===== src/rtl/fractal_pkg.sv =====
// Shared types and helpers for the fractal display path: frame geometry,
// frame_writer FSM encoding, write-buffer entry layout and the colour map.
package fractal_pkg;

  localparam int DEF_NUM_COLUMNS = 99;
  localparam int DEF_NUM_ROWS    = 66;
  localparam int FRAME_PIXELS    = DEF_NUM_COLUMNS * DEF_NUM_ROWS;

  typedef enum logic [1:0] {
    S_IDLE,
    S_STREAM,
    S_DRAIN,
    S_DONE
  } fw_state_e;

  typedef struct packed {
    logic [18:0] addr;
    logic [7:0]  colour;
    logic        last;
  } fb_entry_t;

  // RGB332 with red in the low bits; escaping pixels are never pure black.
  function automatic logic [7:0] iter_to_rgb332(input logic [31:0] iter,
                                                input logic [31:0] max_iter);
    logic [7:0] c;
    if (iter >= max_iter) return 8'h00;
    c = {iter[7:6], iter[5:3], iter[2:0]};
    return (c == 8'h00) ? 8'h01 : c;
  endfunction

endpackage


===== src/rtl/sync_fifo.sv =====
// Single-clock FIFO with occupancy count; simultaneous push/pop when full is legal.
module sync_fifo #(
  parameter int WIDTH = 8,
  parameter int DEPTH = 8
) (
  input  logic                       clk_i,
  input  logic                       rst_ni,
  input  logic                       push_i,
  input  logic [WIDTH-1:0]           din_i,
  input  logic                       pop_i,
  output logic [WIDTH-1:0]           dout_o,
  output logic                       empty_o,
  output logic [$clog2(DEPTH):0]     count_o
);
  localparam int AW = $clog2(DEPTH);

  logic [WIDTH-1:0] mem_q [DEPTH];
  logic [AW-1:0]    wptr_q, rptr_q;
  logic [AW:0]      count_q;
  logic             do_pop;

  assign empty_o = (count_q == '0);
  assign do_pop  = pop_i && !empty_o;
  assign dout_o  = mem_q[rptr_q];
  assign count_o = count_q;

  always_ff @(posedge clk_i or negedge rst_ni) begin
    if (!rst_ni) begin
      wptr_q  <= '0;
      rptr_q  <= '0;
      count_q <= '0;
    end else begin
      if (push_i) wptr_q <= wptr_q + AW'(1);
      if (do_pop) rptr_q <= rptr_q + AW'(1);
      case ({push_i, do_pop})
        2'b10:   count_q <= count_q + (AW+1)'(1);
        2'b01:   count_q <= count_q - (AW+1)'(1);
        default: count_q <= count_q;
      endcase
    end
  end

  always_ff @(posedge clk_i) begin
    if (push_i) mem_q[wptr_q] <= din_i;
  end

  a_no_overflow: assert property (@(posedge clk_i) disable iff (!rst_ni)
    !(push_i && (count_q == (AW+1)'(DEPTH)) && !pop_i));

endmodule


===== src/rtl/frame_writer.sv =====
// Pairs solver read tags with returned iteration counts, converts them to
// framebuffer writes through a backpressured buffer, and flags frame completion.
module frame_writer
  import fractal_pkg::*;
#(
  parameter int NUM_SOLVERS = 7,
  parameter int NUM_COLUMNS = 99,
  parameter int NUM_ROWS    = 66,
  parameter int ITER_W      = 16,
  parameter int MAX_ITER    = 1000,
  parameter int FIFO_DEPTH  = 8
) (
  input  logic              clock,
  input  logic              reset,
  input  logic              req_valid,
  input  logic [5:0]        req_solver_id,
  input  logic [18:0]       req_addr,
  input  logic              req_last,
  input  logic [ITER_W-1:0] rd_data,
  output logic              stall,
  output logic              fb_wr_en,
  input  logic              fb_ready,
  output logic [18:0]       fb_wr_addr,
  output logic [7:0]        fb_wr_data,
  output logic              frame_done,
  output logic              busy
);
  localparam int PIXELS = NUM_COLUMNS * NUM_ROWS;
  localparam int CW     = $clog2(FIFO_DEPTH) + 1;

  logic [2:1]    vld_q;
  logic [5:0]    s1_id_q;
  logic [18:0]   s1_addr_q;
  logic          s1_last_q;
  logic [18:0]   s2_pix_q;
  logic          s2_drop_q, s2_last_q;
  logic          stall_q, pend_q;
  fw_state_e     state_q;
  logic [31:0]   pix_full;
  logic [CW-1:0] fifo_cnt;
  logic          fifo_empty, push, pop, drained, push_last, pop_last, drop_last;
  fb_entry_t     push_entry, head;

  // Kept 32 bits wide so out-of-range solver addresses cannot wrap into the frame.
  assign pix_full = 32'(s1_addr_q) * 32'(NUM_SOLVERS) + 32'(s1_id_q);

  always_ff @(posedge clock or negedge reset) begin
    if (!reset) begin
      vld_q     <= '0;
      s1_id_q   <= '0;
      s1_addr_q <= '0;
      s1_last_q <= 1'b0;
      s2_pix_q  <= '0;
      s2_drop_q <= 1'b0;
      s2_last_q <= 1'b0;
      stall_q   <= 1'b0;
    end else begin
      vld_q     <= {vld_q[1], req_valid};
      s1_id_q   <= req_solver_id;
      s1_addr_q <= req_addr;
      s1_last_q <= req_last;
      s2_pix_q  <= pix_full[18:0];
      s2_drop_q <= (pix_full >= 32'(PIXELS));
      s2_last_q <= s1_last_q;
      stall_q   <= (32'(fifo_cnt) + 32'(vld_q[1]) + 32'(vld_q[2])) >= 32'(FIFO_DEPTH - 2);
    end
  end

  assign push       = vld_q[2] && !s2_drop_q;
  assign push_entry = '{addr:   s2_pix_q,
                        colour: iter_to_rgb332(32'(rd_data), 32'(MAX_ITER)),
                        last:   s2_last_q};

  sync_fifo #(.WIDTH($bits(fb_entry_t)), .DEPTH(FIFO_DEPTH)) u_fifo (
    .clk_i   (clock),
    .rst_ni  (reset),
    .push_i  (push),
    .din_i   (push_entry),
    .pop_i   (pop),
    .dout_o  (head),
    .empty_o (fifo_empty),
    .count_o (fifo_cnt)
  );

  assign fb_wr_en   = !fifo_empty;
  assign pop        = fb_wr_en && fb_ready;
  assign fb_wr_addr = fb_wr_en ? head.addr   : '0;
  assign fb_wr_data = fb_wr_en ? head.colour : '0;
  assign stall      = stall_q;

  // "drained" means the buffer is empty once this edge's pop (if any) lands.
  assign drained    = (fifo_cnt == '0) || ((fifo_cnt == CW'(1)) && pop);
  assign push_last  = push && s2_last_q;
  assign pop_last   = pop && head.last;
  assign drop_last  = vld_q[2] && s2_drop_q && s2_last_q;

  always_ff @(posedge clock or negedge reset) begin
    if (!reset) begin
      state_q <= S_IDLE;
      pend_q  <= 1'b0;
    end else begin
      case (state_q)
        S_IDLE:   if (req_valid) state_q <= S_STREAM;
        S_STREAM: begin
          if (push_last) state_q <= S_DRAIN;
          else if (drop_last) begin
            state_q <= drained ? S_DONE : S_DRAIN;
            pend_q  <= !drained;
          end
        end
        S_DRAIN: begin
          if (pop_last || ((pend_q || drop_last) && drained)) begin
            state_q <= S_DONE;
            pend_q  <= 1'b0;
          end else if (drop_last) pend_q <= 1'b1;
        end
        S_DONE: begin
          state_q <= S_IDLE;
          pend_q  <= 1'b0;
        end
        default: state_q <= S_IDLE;
      endcase
    end
  end

  assign frame_done = (state_q == S_DONE);
  assign busy       = (state_q == S_STREAM) || (state_q == S_DRAIN);

endmodule


===== config.mk =====
export PLATFORM = sky130hd
export DESIGN_NAME = frame_writer
export DESIGN_NICKNAME = d
export VERILOG_FILES = /design/src/rtl/fractal_pkg.sv /design/src/rtl/sync_fifo.sv /design/src/rtl/frame_writer.sv
export SDC_FILE = /design/constraint.sdc
export NUM_CORES = 1
export LEC_CHECK = 0
export CAP_MARGIN = 20
export CORE_MARGIN = 2
export CORE_UTILIZATION = 40
export CTS_BUF_LIST = sky130_fd_sc_hd__clkbuf_2 sky130_fd_sc_hd__clkbuf_4 sky130_fd_sc_hd__clkbuf_8
export CTS_CLUSTER_SIZE = 16
export DETAILED_ROUTE_END_ITERATION = 8
export GPL_ROUTABILITY_DRIVEN = 0
export MAX_ROUTING_LAYER = met4
export PLACE_DENSITY = 0.59
export SETUP_SLACK_MARGIN = 0.4
export SLEW_MARGIN = 0
export SYNTH_ARGS = -nofsm -noshare
export SYNTH_HDL_FRONTEND = slang
export SYNTH_HIERARCHICAL = 1
export SYNTH_SLANG_ARGS = --single-unit

===== constraint.sdc =====
create_clock -name clock -period 7.1 [get_ports clock]
set_clock_uncertainty 0.1 [all_clocks]
set_input_delay 0.71 -clock clock [delete_from_list [all_inputs] [get_ports clock]]
set_output_delay 0.71 -clock clock [all_outputs]
set_load 0.02 [all_outputs]

==> results of run 1 <==
-- state kept, by name (all words and copies together), names as in the netlist --
signal,cells
u_fifo/count_o,4
u_fifo/mem_q,224
pend_q,1
s2_pix_q,19
s1_id_q,6
s2_drop_q,1
s1_addr_q,19
u_fifo/wptr_q,3
state_q,2
u_fifo/rptr_q,3
vld_q,2
stall,1
s1_last_q,1
s2_last_q,1
-- cell families (layout without fill, tap and decap cells) --
| logic type | Yosys count | after routing |
|---|---|---|
| compound gates | 69 | 69 |
| xor+xnor | 20 | 20 |
| fa+ha+maj | 74 | 74 |
| buf+inv | 89 | 243 |
| flops | 287 | 287 |
| mux | 89 | 89 |
| simple gates | 129 | 129 |
-- layer usage --
layer / vias to the layer above / track usage / part of all wire
met4: 0 / 0.0416 / 0.018
met5: - / - / 0
met2: 120 / 0.237 / 0.48
met3: 38 / 0.0290 / 0.042
li1: 3094 / - / -
met1: 3273 / 0.195 / 0.46
-- metrics by stage --
step                hold slack, ns  total power, mW  setup WS [ns]
global placement             0.233             4.12           2.80
global route                 0.277             5.91           2.44
CTS                          0.257             5.66           2.58
detailed placement           0.235             4.13           2.71
finish                       0.245             5.57           2.70
floorplan                    0.231             3.53           3.04
-- worst min path at each step --
| stage | start | end | slack (ns) |
|---|---|---|---|
| 3_5_place_dp | s1_last_q$_DFF_PN0_ | s2_last_q$_DFF_PN0_ | 0.23 |
| 4_1_cts | reset | s1_addr_q[18]$_DFF_PN0_ | 0.26 |
| 2_1_floorplan | s1_last_q$_DFF_PN0_ | s2_last_q$_DFF_PN0_ | 0.23 |
| 3_3_place_gp | s1_last_q$_DFF_PN0_ | s2_last_q$_DFF_PN0_ | 0.23 |
| 5_1_grt | s1_last_q$_DFF_PN0_ | s2_last_q$_DFF_PN0_ | 0.28 |
| 6_report | reset | s1_addr_q[18]$_DFF_PN0_ | 0.24 |
-- power by group through the flow --
stage,registers [mW],logic (mW),clock network (mW)
after detailed placement,2.41,1.72,0
after global placement,2.40,1.72,0
after global routing,2.41,1.87,1.63
after CTS,2.37,1.73,1.56
after floorplan,2.17,1.36,0
final,2.36,1.70,1.51
-- area by class of cell --
type	instances	area (um2)	share of cell area
clock buffers	64	787	0.0521
clock inverters	22	219	0.0145
repair buffers	87	838	0.0555
inverters	70	263	0.0174
multi-input cells	381	4170	0.276
flip-flops and latches	287	8310	0.551
well taps	402	503	0.0333
-- placed cells by master, fill, tap and decap left out, types with 3 or more instances in the layout --
cell type	netlist	layout
edfxtp_1	224	224
clkdlybuf4s50_1	0	75
inv_1	70	70
dfrtp_1	63	60
mux4_2	56	56
ha_1	49	49
clkbuf_8	0	49
nor2b_1	33	33
mux2_2	31	31
fa_1	25	25
a21oi_1	24	24
nand2_1	23	23
nor2_1	24	18
clkbuf_4	0	15
xnor2_1	12	12
buf_4	0	11
clkinv_1	0	10
o21ai_0	8	8
xor2_1	7	7
and2_1	7	7
nor2_2	0	6
nand3_1	5	5
nand2b_1	5	5
nor3_1	6	4
a21o_1	4	4
nor3b_1	4	4
clkinv_2	0	4
bufinv_16	0	4
and3_1	3	3
nand4_1	3	3
or4_1	3	3
nor4_1	4	3
==> metrics, run 1 <==
status=complete, no violations; main combinational cell family by area after synthesis=multiplexers; Yosys reg bits=~290; Area Overhead vs Synth=17.8%; sequential share of the synthesized area=0.648; die area=between 30000 and 40000 um2; Seq pwr share=0.424; Post-CTS Resized=0; Worst R2R Start=s1_addr_q[0]$_DFF_PN0_; Tmin final=around 4.4 ns; leak pwr=roughly 5.5 nW; count of antenna-violating nets left after detailed routing=0; Comb power frac=0.305; largest net degree at the start of global routing=64; Compound-Gate Fraction of Synth Area=0.0390; Commonest cells post-synth=edfxtp_1 (224), inv_1 (70), dfrtp_1 (63); Placed Area=between 10000 and 15000 um2; Total Wirelength=23.0 mm; Synth Area in Adders=0.0869; XOR/XNOR Fraction of Synth Area=0.0143; Net Sw Frac=0.309; Detailed Route Iter0 Violations=~240; Design Area, Final=~15000 um2; Yosys cell types=between 60 and 70; I/O Pins=just under 80; syn nets=about 880; Startpoint Class=register; DP Cell Count=about 1200; initial antenna violation count=0; Critical Path Stages=5; yosys synthesis warning count=6; Rows=65; Syn Area/Cell=16.9 um2; delay-heaviest family, CP=buffers and inverters; drt via density=between 4 and 5; worst path required time=6.29 ns; Cell Chain, Critical Path=buf_4 > mux4_2 > mux2_2 > nor2b_1 > clkdlybuf4s50_1; Max Fclk=~230 MHz; layout cells sized above 1=0.215; top-area cell type share of the netlist area=0.525; filler instances=roughly 2700; CP endpoint=fb_wr_addr[13]; Clock Latency Late Sink=0.56 ns; Diodes inserted=0; CTS root buffer=clkbuf_8; Buf/Inv on CP=2; Final Hold Vio Count=0; Inserted Clock Buffers=46; worst slew pin tran=approximately 0.96 ns; Clk pwr share=0.271; Layout Cells excl Fill=between 1000 and 1500; crit end category=primary output; final setup violation count=0; First-pass DRT Iterations=4; CP Class=register to primary output; internal power=between 3 and 4 mW; DR DRC count=0; CTS tree=built; setup slack, reg-to-reg=between 2 and 3 ns; # Post-CTS Setup Buffers=0; RSZ-0062 raised after global routing=false; maximum VDD drop=around 0.21 mV; Hold WC Path Type=primary input to async pin; CP arrival=3.59 ns; starting density of the core=0.406; top_reg_cell synth=edfxtp_1; # H-tree levels=2; GRT Residual Overflow=0; EDFF count, synth=224; post-synth top area cell=edfxtp_1; Largest stage delay, worst path=0.92 ns; Pins Over Slew Limit=0; Slew HR=0.361; Worst Setup SP=u_fifo/rptr_q[0]$_DFFE_PN0N_; Final Core Density=0.478; Core Region=approximately 32000 um2; Fin Setup TNS=0 ns; CTS sink cnt=287; top-count cell post-synth=edfxtp_1; Mapped Area=12800 um2; FF-to-FF End=s2_drop_q$_DFF_PN0_; Crit Path Max Fanout=38; Buffers on Ports=76; R2R depth=12; Layout Nets=993; period utilisation layout=0.620; die width=183 um; cts hold-fix bufs=0; NetSw=between 1.5 and 2 mW; hpwl dp=13.4 mm; Critical-path top delay cell=dfrtp_4; max-cap check violation count=0; buffer levels on the longest clock path=3; Reg clk slew, reported paths=0.06 ns; Die Ht=~180 um; post-synthesis mux area share=0.127; global-route wire length before repair=between 30 and 40 mm; vias in the first global route=a little under 7000; ys async rst share=0.220; GRT Overall Usage=0.148; P per Cell Area=~370 nW/um2; DR WL/cell=17.5 um; Simple-Gate Fraction of Synth Area=0.0553; Syn Inst Count=approximately 760; Vias=between 6000 and 7000; Area contributors post-synth=edfxtp_1 (53%), dfrtp_1 (12%), mux4_2 (9.8%)
No activity file was read; power rests on OpenSTA's default activity.
==> inputs of run 2 (changes only) <==
- PLACE_DENSITY: 0.59 -> 0.62
- clock period: 7.1 -> 3.7 ns (I/O delays scaled with it)
==> run 2 against run 1 <==
The flow now finishes with violations (setup timing); largest power group unchanged; total power up 98%; cell area increased by 4.6%; core utilization increased by 2.2 points; count of clock-buffer cells in the layout up 1.
==> metrics, run 2 (synthesized netlist as in run 1, its figures left out) <==
Clock Latency Late Sink=0.56 ns (about the same); Vias=6869 (+5.3%); Cell Chain, Critical Path=fa_1 > inv_1 > fa_1 > inv_2 > ha_4 > a211oi_4 > o31a_4 > xnor2_2 > nor4b_2 > and3b_1 > o311a_1 > a2111oi_2 > or4b_1; I/O Pins=77 (unchanged); starting density of the core=0.406 (unchanged); Largest stage delay, worst path=0.55 ns (-0.37 ns); Final Hold Vio Count=0 (unchanged); met3 Use GR=0.0268 (-0.00218); Net Sw Frac=0.313 (+0.00313); worst slew pin tran=0.889 ns (-0.0688 ns); period utilisation layout=1.12; Final Core Density=0.500 (+0.0218); RSZ-0062 raised after global routing=true; max reg flops=224 (unchanged); final setup violation count=2 (+2); Core Region=31600 um2 (unchanged); layout cells sized above 1=0.288 (+0.0726); DR WL/cell=17.2 um (-1.6%); setup slack, reg-to-reg=-0.43 ns (-3.17 ns); buffer levels on the longest clock path=3 (unchanged); Reg clk slew, reported paths=0.06 ns (about the same); post-place setup slack=-0.592 ns (-3.30 ns); Design Power=11.0 mW (+98%); GRT Residual Overflow=0 (unchanged); final worst slack=-0.429 ns (-3.13 ns); CP arrival=4.44 ns (+0.85 ns); die area=33500 um2 (unchanged); Area Overhead vs Synth=23.2%; grt met1 use=0.183 (-0.0118); die width=183 um (unchanged); Total Wirelength=23.8 mm (+3.6%); Tmin final=around 4.1 ns; WHS Path Cells=1; maximum VDD drop=0.304 mV (+48%); leak pwr=6.00 nW (+9.0%); # H-tree levels=2 (unchanged); First-pass DRT Iterations=4 (unchanged); most frequent cells in the layout=edfxtp_1 (224), buf_4 (75), inv_1 (68); CTS root buffer=clkbuf_8; Crit Path Max Fanout=4 (-89%); CTS sink cnt=287 (unchanged); Min Hold Slack=0.159 ns (-0.0861 ns); Clk pwr share=0.251 (-0.020); Hold WC Path Type=primary input to register; Top Registers=u_fifo/mem_q x224, s1_addr_q x19, s2_pix_q x19; delay-heaviest family, CP=adder cells; global-route wire length before repair=38.1 mm (+2.8%); hpwl dp=14.5 mm (+7.9%); Inserted Clock Buffers=47 (+2.2%); critical path's most frequent cell=fa_1; Comb power frac=0.362 (+0.057); gr busiest metal=met2; crit end category=register; DR DRC count=0 (unchanged); vias in the first global route=7320 (+6.5%); status=finished, violations left; Fin Setup TNS=-0.778 ns (-0.778 ns); R2R depth=13 (+1); internal power=7.59 mW (+97%); Pins Over Slew Limit=0 (unchanged); CP Class=register to register; Rows=65 (unchanged); Layout Nets=1063 (+7.0%); drt via density=4.97 (about the same); max-cap check violation count=0 (unchanged); count of antenna-violating nets left after detailed routing=0 (unchanged); Buf/Inv on CP=2 (unchanged); failing checks=setup timing; Seq pwr share=0.387 (-0.037); Diodes inserted=0 (unchanged); CTS tree=built; Slew HR=0.402 (+0.0411); Die Ht=183 um (unchanged); worst path required time=4.01 ns (-2.28 ns); Max Fclk=242 MHz; initial antenna violation count=0 (unchanged); Critical-path top delay cell=fa_1; register name with the most flops=u_fifo/mem_q; largest net degree at the start of global routing=39 (-39%); Detailed Route Iter0 Violations=326 (+35%); GRT met2 Usage=0.261 (+0.0241); Startpoint Class=register; most common cell after layout, fill and taps aside=edfxtp_1; NetSw=3.45 mW (+100%); P per Cell Area=700 nW/um2 (+90%); GRT Overall Usage=0.151 (+0.00330); Buffers on Ports=76 (unchanged); Critical Path Stages=13 (+8)
-- run 2: path summary, 6_finish.rpt --
path / from / to
worst max-delay path: s1_addr_q[2]$_DFF_PN0_ / s2_drop_q$_DFF_PN0_
max in group asynchronous: reset / u_fifo/rptr_q[0]$_DFFE_PN0N_
worst min-delay path: req_addr[0] / s1_addr_q[0]$_DFF_PN0_
min in group asynchronous: reset / s1_addr_q[12]$_DFF_PN0_
worst min register to register: s1_last_q$_DFF_PN0_ / s2_last_q$_DFF_PN0_
worst max register to register: s1_addr_q[2]$_DFF_PN0_ / s2_drop_q$_DFF_PN0_
-- run 2: final cells by class --
type	count	area, um2
tap	402	503
multi-input combinational	381	4290
sequential	287	8310
fill	2661	15800
clock buffer	65	838
timing repair buffer	156	1430
clock inverter	21	150
inverter	70	263
-- run 2: per-layer routing --
layer | share of wire | wire, um
met3 | 0.050 | 1190
met1 | 0.42 | 10000
met5 | 0 | 0
met4 | 0.019 | 456
met2 | 0.51 | 12100
-- run 2: through the flow --
| stage | cell area (um2) | cells |
|---|---|---|
| floorplan | 12800 | 757 |
| global placement | 14600 | 1285 |
| detailed placement | 14600 | 1285 |
| CTS | 15700 | 1380 |
| global route | 15800 | 1382 |
| finish | 15800 | 1382 |
-- run 2: repair_timing --
| action | CTS | global route |
|---|---|---|
| gates cloned | 0 | 0 |
| hold buffers | 1 | 0 |
| gates resized for setup | 23 | 20 |
| hold endpoints to repair | 25 | 0 |
| endpoints found under the setup margin | 33 | 28 |
| pin swaps | 11 | 6 |
| buffers inserted | 8 | 2 |
-- run 2: power groups by stage --
stage	registers [mW]	clock network [mW]	logic [mW]
finish	4.28	2.77	4.00
global route	4.33	3.00	4.37
CTS	4.29	2.86	4.07
detailed placement	4.40	0	3.91
global placement	4.39	0	3.89
floorplan	4.16	0	2.62
==> RTL edit 1, RTL diff (config.mk and constraints of run 2) <==
`s1_addr_q` and `s2_pix_q` no longer have a reset.
--- a/src/rtl/frame_writer.sv
+++ b/src/rtl/frame_writer.sv
@@ -50,5 +50,3 @@
       s1_id_q   <= '0;
-      s1_addr_q <= '0;
       s1_last_q <= 1'b0;
-      s2_pix_q  <= '0;
       s2_drop_q <= 1'b0;
@@ -59,5 +57,3 @@
       s1_id_q   <= req_solver_id;
-      s1_addr_q <= req_addr;
       s1_last_q <= req_last;
-      s2_pix_q  <= pix_full[18:0];
       s2_drop_q <= (pix_full >= 32'(PIXELS));
@@ -66,2 +62,7 @@
     end
+  end
+
+  always_ff @(posedge clock) begin
+    s1_addr_q <= req_addr;
+    s2_pix_q  <= pix_full[18:0];
   end
Formal check against the unedited RTL: no difference found for any inputs over 4 cycles, from zero or initial values and one cycle with reset low; that may be too few to reach the edited logic, so the function may still have changed.
==> RTL edit 1 against run 2 <==
- the run still ends with setup timing left
- sequential share of layout area shrank 0.62 points
- cell area shrank 1.1%
- area after synthesis shrank 1.5%
- setup slack gained 0.097 ns
- sequential cell count is the same
- worst hold slack lost 0.015 ns
- wire length grew 3.0%
- first-iteration DRC count grew 24%
- total power shrank 0.60%
- critical endpoint unchanged
==> RTL edit 1: results (changes against run 2) <==
- Avg Vias per Cell: 5.00 (+0.61%)
- PnR worst setup slack: -0.332 ns (+0.0969 ns)
- Overall Global Routing Usage: 15.9% (+0.72 points)
- Critical path arrival: 4.36 ns (-0.08 ns)
- Top cells by area, synth: edfxtp_1 (53%), mux4_2 (10%), dfxtp_1 (6.0%), dfrtp_1 (5.0%), ha_1 (4.9%)
- Nets: 1,067 (+0.38%)
- Status: complete, but fails checks
- Sequential fraction of the synthesis area: 64.3% (-0.53 points)
- WHS Endpoint: s1_id_q[2]
- Largest net degree at the start of global routing: 34 (-13%)
- HP Start: req_solver_id[2]
- Pre-Repair DR Iteration Count: 6 (+2)
- GR Layer Usage met2: 26.1% (+0.039 points)
- Synth Area in Adders: 8.82% (+0.13 points)
- Synth Area in Compound Gates: 3.96% (+0.059 points)
- DP HPWL: 15.5 mm (+7.4%)
- Filler cells: 2,658 (-0.11%)
- Met3 Use GR: 2.75% (+0.067 points)
- CTS Buf Count: 48 (+2.1%)
- GRT met1 Usage: 20.4% (+2.1 points)
- Post-synthesis mux area share: 12.9% (+0.19 points)
- Share of cells above drive strength 1: 30.2% (+1.4 points)
- Count of routing violations after the opening detailed-route iteration: 404 (+24%)
- Synth Area in XOR/XNOR: 1.45% (+0.021 points)
- Violated checks: setup timing
- First-pass GRT wire length: 39.2 mm (+2.8%)
- Worst slew pin tran: 0.849 ns (-0.0400 ns)
- Post-synth top cells: edfxtp_1 (224), inv_1 (70), mux4_2 (56)
- Distinct cells, synth: 64 (+1.6%)
- Final setup viols: 1 (-1)
- Routed len/inst: 17.7 µm (+2.5%)
[RTL edit 1: what timing repair did]
action / CTS / global route
resized for setup: 33 / 23
pin swaps: 8 / 13
endpoints found under the setup margin: 33 / 11
buffers inserted: 5 / 7
[RTL edit 1: cells by family (layout without fill, tap and decap cells)]
group / Yosys count / count (layout)
flops: 287 / 287
compound gates: 69 / 69
buf+inv: 89 / 318
fa+ha+maj: 74 / 74
xor+xnor: 20 / 20
simple gates: 129 / 129
mux: 89 / 89
[RTL edit 1: worst max path at each step]
stage,startpoint,to,cells past startpoint
2_1_floorplan,s1_addr_q[2],s2_drop_q,13
3_3_place_gp,s1_addr_q[2],s2_drop_q,13
3_5_place_dp,s1_addr_q[2],s2_drop_q,14
4_1_cts,s1_addr_q[2],s2_drop_q,14
5_1_grt,s1_addr_q[2],s2_drop_q,13
6_report,s1_addr_q[2],s2_drop_q,13
[RTL edit 1: layout make-up]
type / instances / area, µm² / share of cell area (%)
Clock buffer: 71 / 833 / 5.34
Clock inverter: 18 / 108 / 0.689
Inverter: 70 / 265 / 1.70
Multi-Input combinational cell: 381 / 4320 / 27.7
Sequential cell: 287 / 8130 / 52.0
Tap cell: 402 / 503 / 3.22
Timing Repair Buffer: 159 / 1460 / 9.35
[RTL edit 1: per-stage QoR]
step	worst slack (ns)	total power, mW	utilization, %	cell area (µm²)	cells
finish	-0.332	11.0	49.9	15600	1388
global route	-0.461	11.6	49.9	15600	1388
CTS	-0.371	11.1	49.4	15500	1381
detailed placement	-0.491	8.38	46.2	14500	1287
global placement	-0.419	8.34	46.2	14500	1287
floorplan	-0.205	6.79	-	12700	757
[RTL edit 1: worst max-delay path: stages, from the launching register on]
cell,delay [ns]
dfxtp_2,0.33
fa_1,0.53
inv_1,0.05
fa_1,0.53
inv_2,0.06
ha_4,0.27
a211oi_4,0.06
o31a_4,0.38
xnor2_2,0.16
nor4b_2,0.20
and3b_1,0.21
o311a_1,0.32
a2111oi_2,0.26
or4b_1,0.46
[RTL edit 1: per-layer routing]
layer	part of all wire, %	vias to the layer above
li1	-	3254
met1	45	3493
met2	49	143
met3	4.4	51
met4	1.9	0
met5	0	-
[RTL edit 1: where the power goes]
group	internal [mW]	switching (mW)	total, mW	leakage (nW)
combinational	2.11	1.92	4.03	2.71
clock	1.46	1.23	2.69	0.505
sequential	3.90	0.354	4.25	2.59
==> RTL edit 2, RTL diff (settings of run 2) <==
Made on the original files. `ITER_W`: 16 -> 32.
--- a/src/rtl/frame_writer.sv
+++ b/src/rtl/frame_writer.sv
@@ -8,3 +8,3 @@
   parameter int NUM_ROWS    = 66,
-  parameter int ITER_W      = 16,
+  parameter int ITER_W      = 32,
   parameter int MAX_ITER    = 1000,
Ports: changed (resized rd_data); port bits go from 77 to 93. The function was not compared with the original's and may differ.
==> RTL edit 2 against run 2 <==
- wire length rose by 5.1%
- sequential cell count did not move
- combinational power fell by 4%
- total power fell by 0.24%
- cell area rose by 1.1%
- setup slack improved by 0.54 ns
- area after synthesis rose by 1.8%
- clock power rose by 5%
- critical path type unchanged
==> RTL edit 2: results (changes against run 2) <==
- DP Area: 0.0147 mm² (+1.2%)
- Final WL: 25.0 mm (+5.1%)
- Pwr dens: 691 mW/mm² (-1.3%)
- Routed len/inst: 17.5 µm (+1.9%)
- Ys async rst share: 22.0% (unchanged)
- WHS Endpoint: s1_last_q
- Status: completed
- Multi-input comb cells: 414 (+8.7%)
- Dpl ws: 0.0381 ns (+0.630 ns)
- Largest net degree at the start of global routing: 37 (-5.1%)
- WHS: 0.141 ns (-0.0180 ns)
- Share of cells above drive strength 1: 25.0% (-3.8 points)
- Signal buf overhead: 7.72% (-1.3 points)
- Flop2flop setup slack: 0.11 ns (+0.54 ns)
- M1 WL: 10.6 mm (+5.9%)
- HP Start: req_last
- WL met3: 1.43 mm (+20%)
- Area delta synth->final: 22.4%
- Post-synth top cells: edfxtp_1 (224), inv_1 (73), dfrtp_1 (63)
- First-pass GRT wire length: 39.4 mm (+3.3%)
- Critical-path top delay cell: fa_1
- Distinct cells, synth: 64 (+1.6%)
- Met3 Use GR: 3.02% (+0.34 points)
- Clkbuf count: 64 (-1.5%)
- Avg Vias per Cell: 5.01 (+0.81%)
- Synth Net Count: 932 (+6.3%)
- CTS Buf Count: 48 (+2.1%)
- Nets: 1,083 (+1.9%)
- Pre-Repair DR Iteration Count: 5 (+1)
- Cell Count Post-Placement: 1,329 (+3.4%)
- Worst R2R Start: s1_addr_q[3]
- Cells after Synth: 796 (+5.2%)
- Buffers excl. clock: 123 (-21%)
- Fraction of area in multi-input gates: 28.6% (+1.5 points)
- Register-to-Register Path Depth: 12 (-1)
- Relative slew slack: 49.0% (+8.8 points)
- Inverters: 73 (+4.3%)
- VDD IR-drop max: 0.000382 V (+26%)
- Overall Global Routing Usage: 15.6% (+0.42 points)
- Sequential fraction of the synthesis area: 63.7% (-1.1 points)
- Final Core Density: 49.4% (-0.60 points)
- Leakage dissipation: 5.78 nW (-3.7%)
- Final min period: 3.59 ns (-0.540 ns)
- Count of routing violations after the opening detailed-route iteration: 292 (-10%)
- Met2 WL post-DR: 12.6 mm (+3.5%)
- Crit Path Max Fanout: 5 (+1)
- Storage cell area: 0.00831 mm² (about the same)
- GRT met1 Usage: 18.8% (+0.48 points)
- IO buf count: 92 (+21%)
- Critical path arrival: 3.91 ns (-0.53 ns)
- Slowest stage delay, CP: 0.55 ns (about the same)
- Filler cells: 2,687 (+0.98%)
- Vias in the first global route: 7,396 (+1.0%)
RTL edit 2: changes by cell type after synthesis, sizes merged, moves of 4 or more:
cell    change
nand3       +4
nor3        +7
xnor2       -5
xor2        +4
nor2b       -4
o211ai      +6
nand2       +5
RTL edit 2: kinds of logic after synthesis:
group / Yosys count / synth area share [%]
DFF: 287 / 63.7
buffers and inverters: 95 / 3.03
xor gates and xnor gates: 19 / 1.28
adders and majority gates: 74 / 8.54
muxes: 90 / 12.6
AOI/OAI and AO/OA: 84 / 4.67
and+or+nand+nor: 147 / 6.19
RTL edit 2: power by group:
group	internal, mW	total (mW)	switching [mW]
registers	3.89	4.27	0.378
clock network	1.65	2.90	1.25
logic	1.92	3.84	1.92
RTL edit 2: timing repair:
| action | 4_1_cts | 5_1_grt |
|---|---|---|
| setup buffers | 7 | 2 |
| hold buffers | 1 | 0 |
| resized for setup | 20 | 20 |
| endpoints found under the hold margin | 27 | 0 |
| setup endpoints to repair | 29 | 17 |
| pin swaps | 5 | 7 |
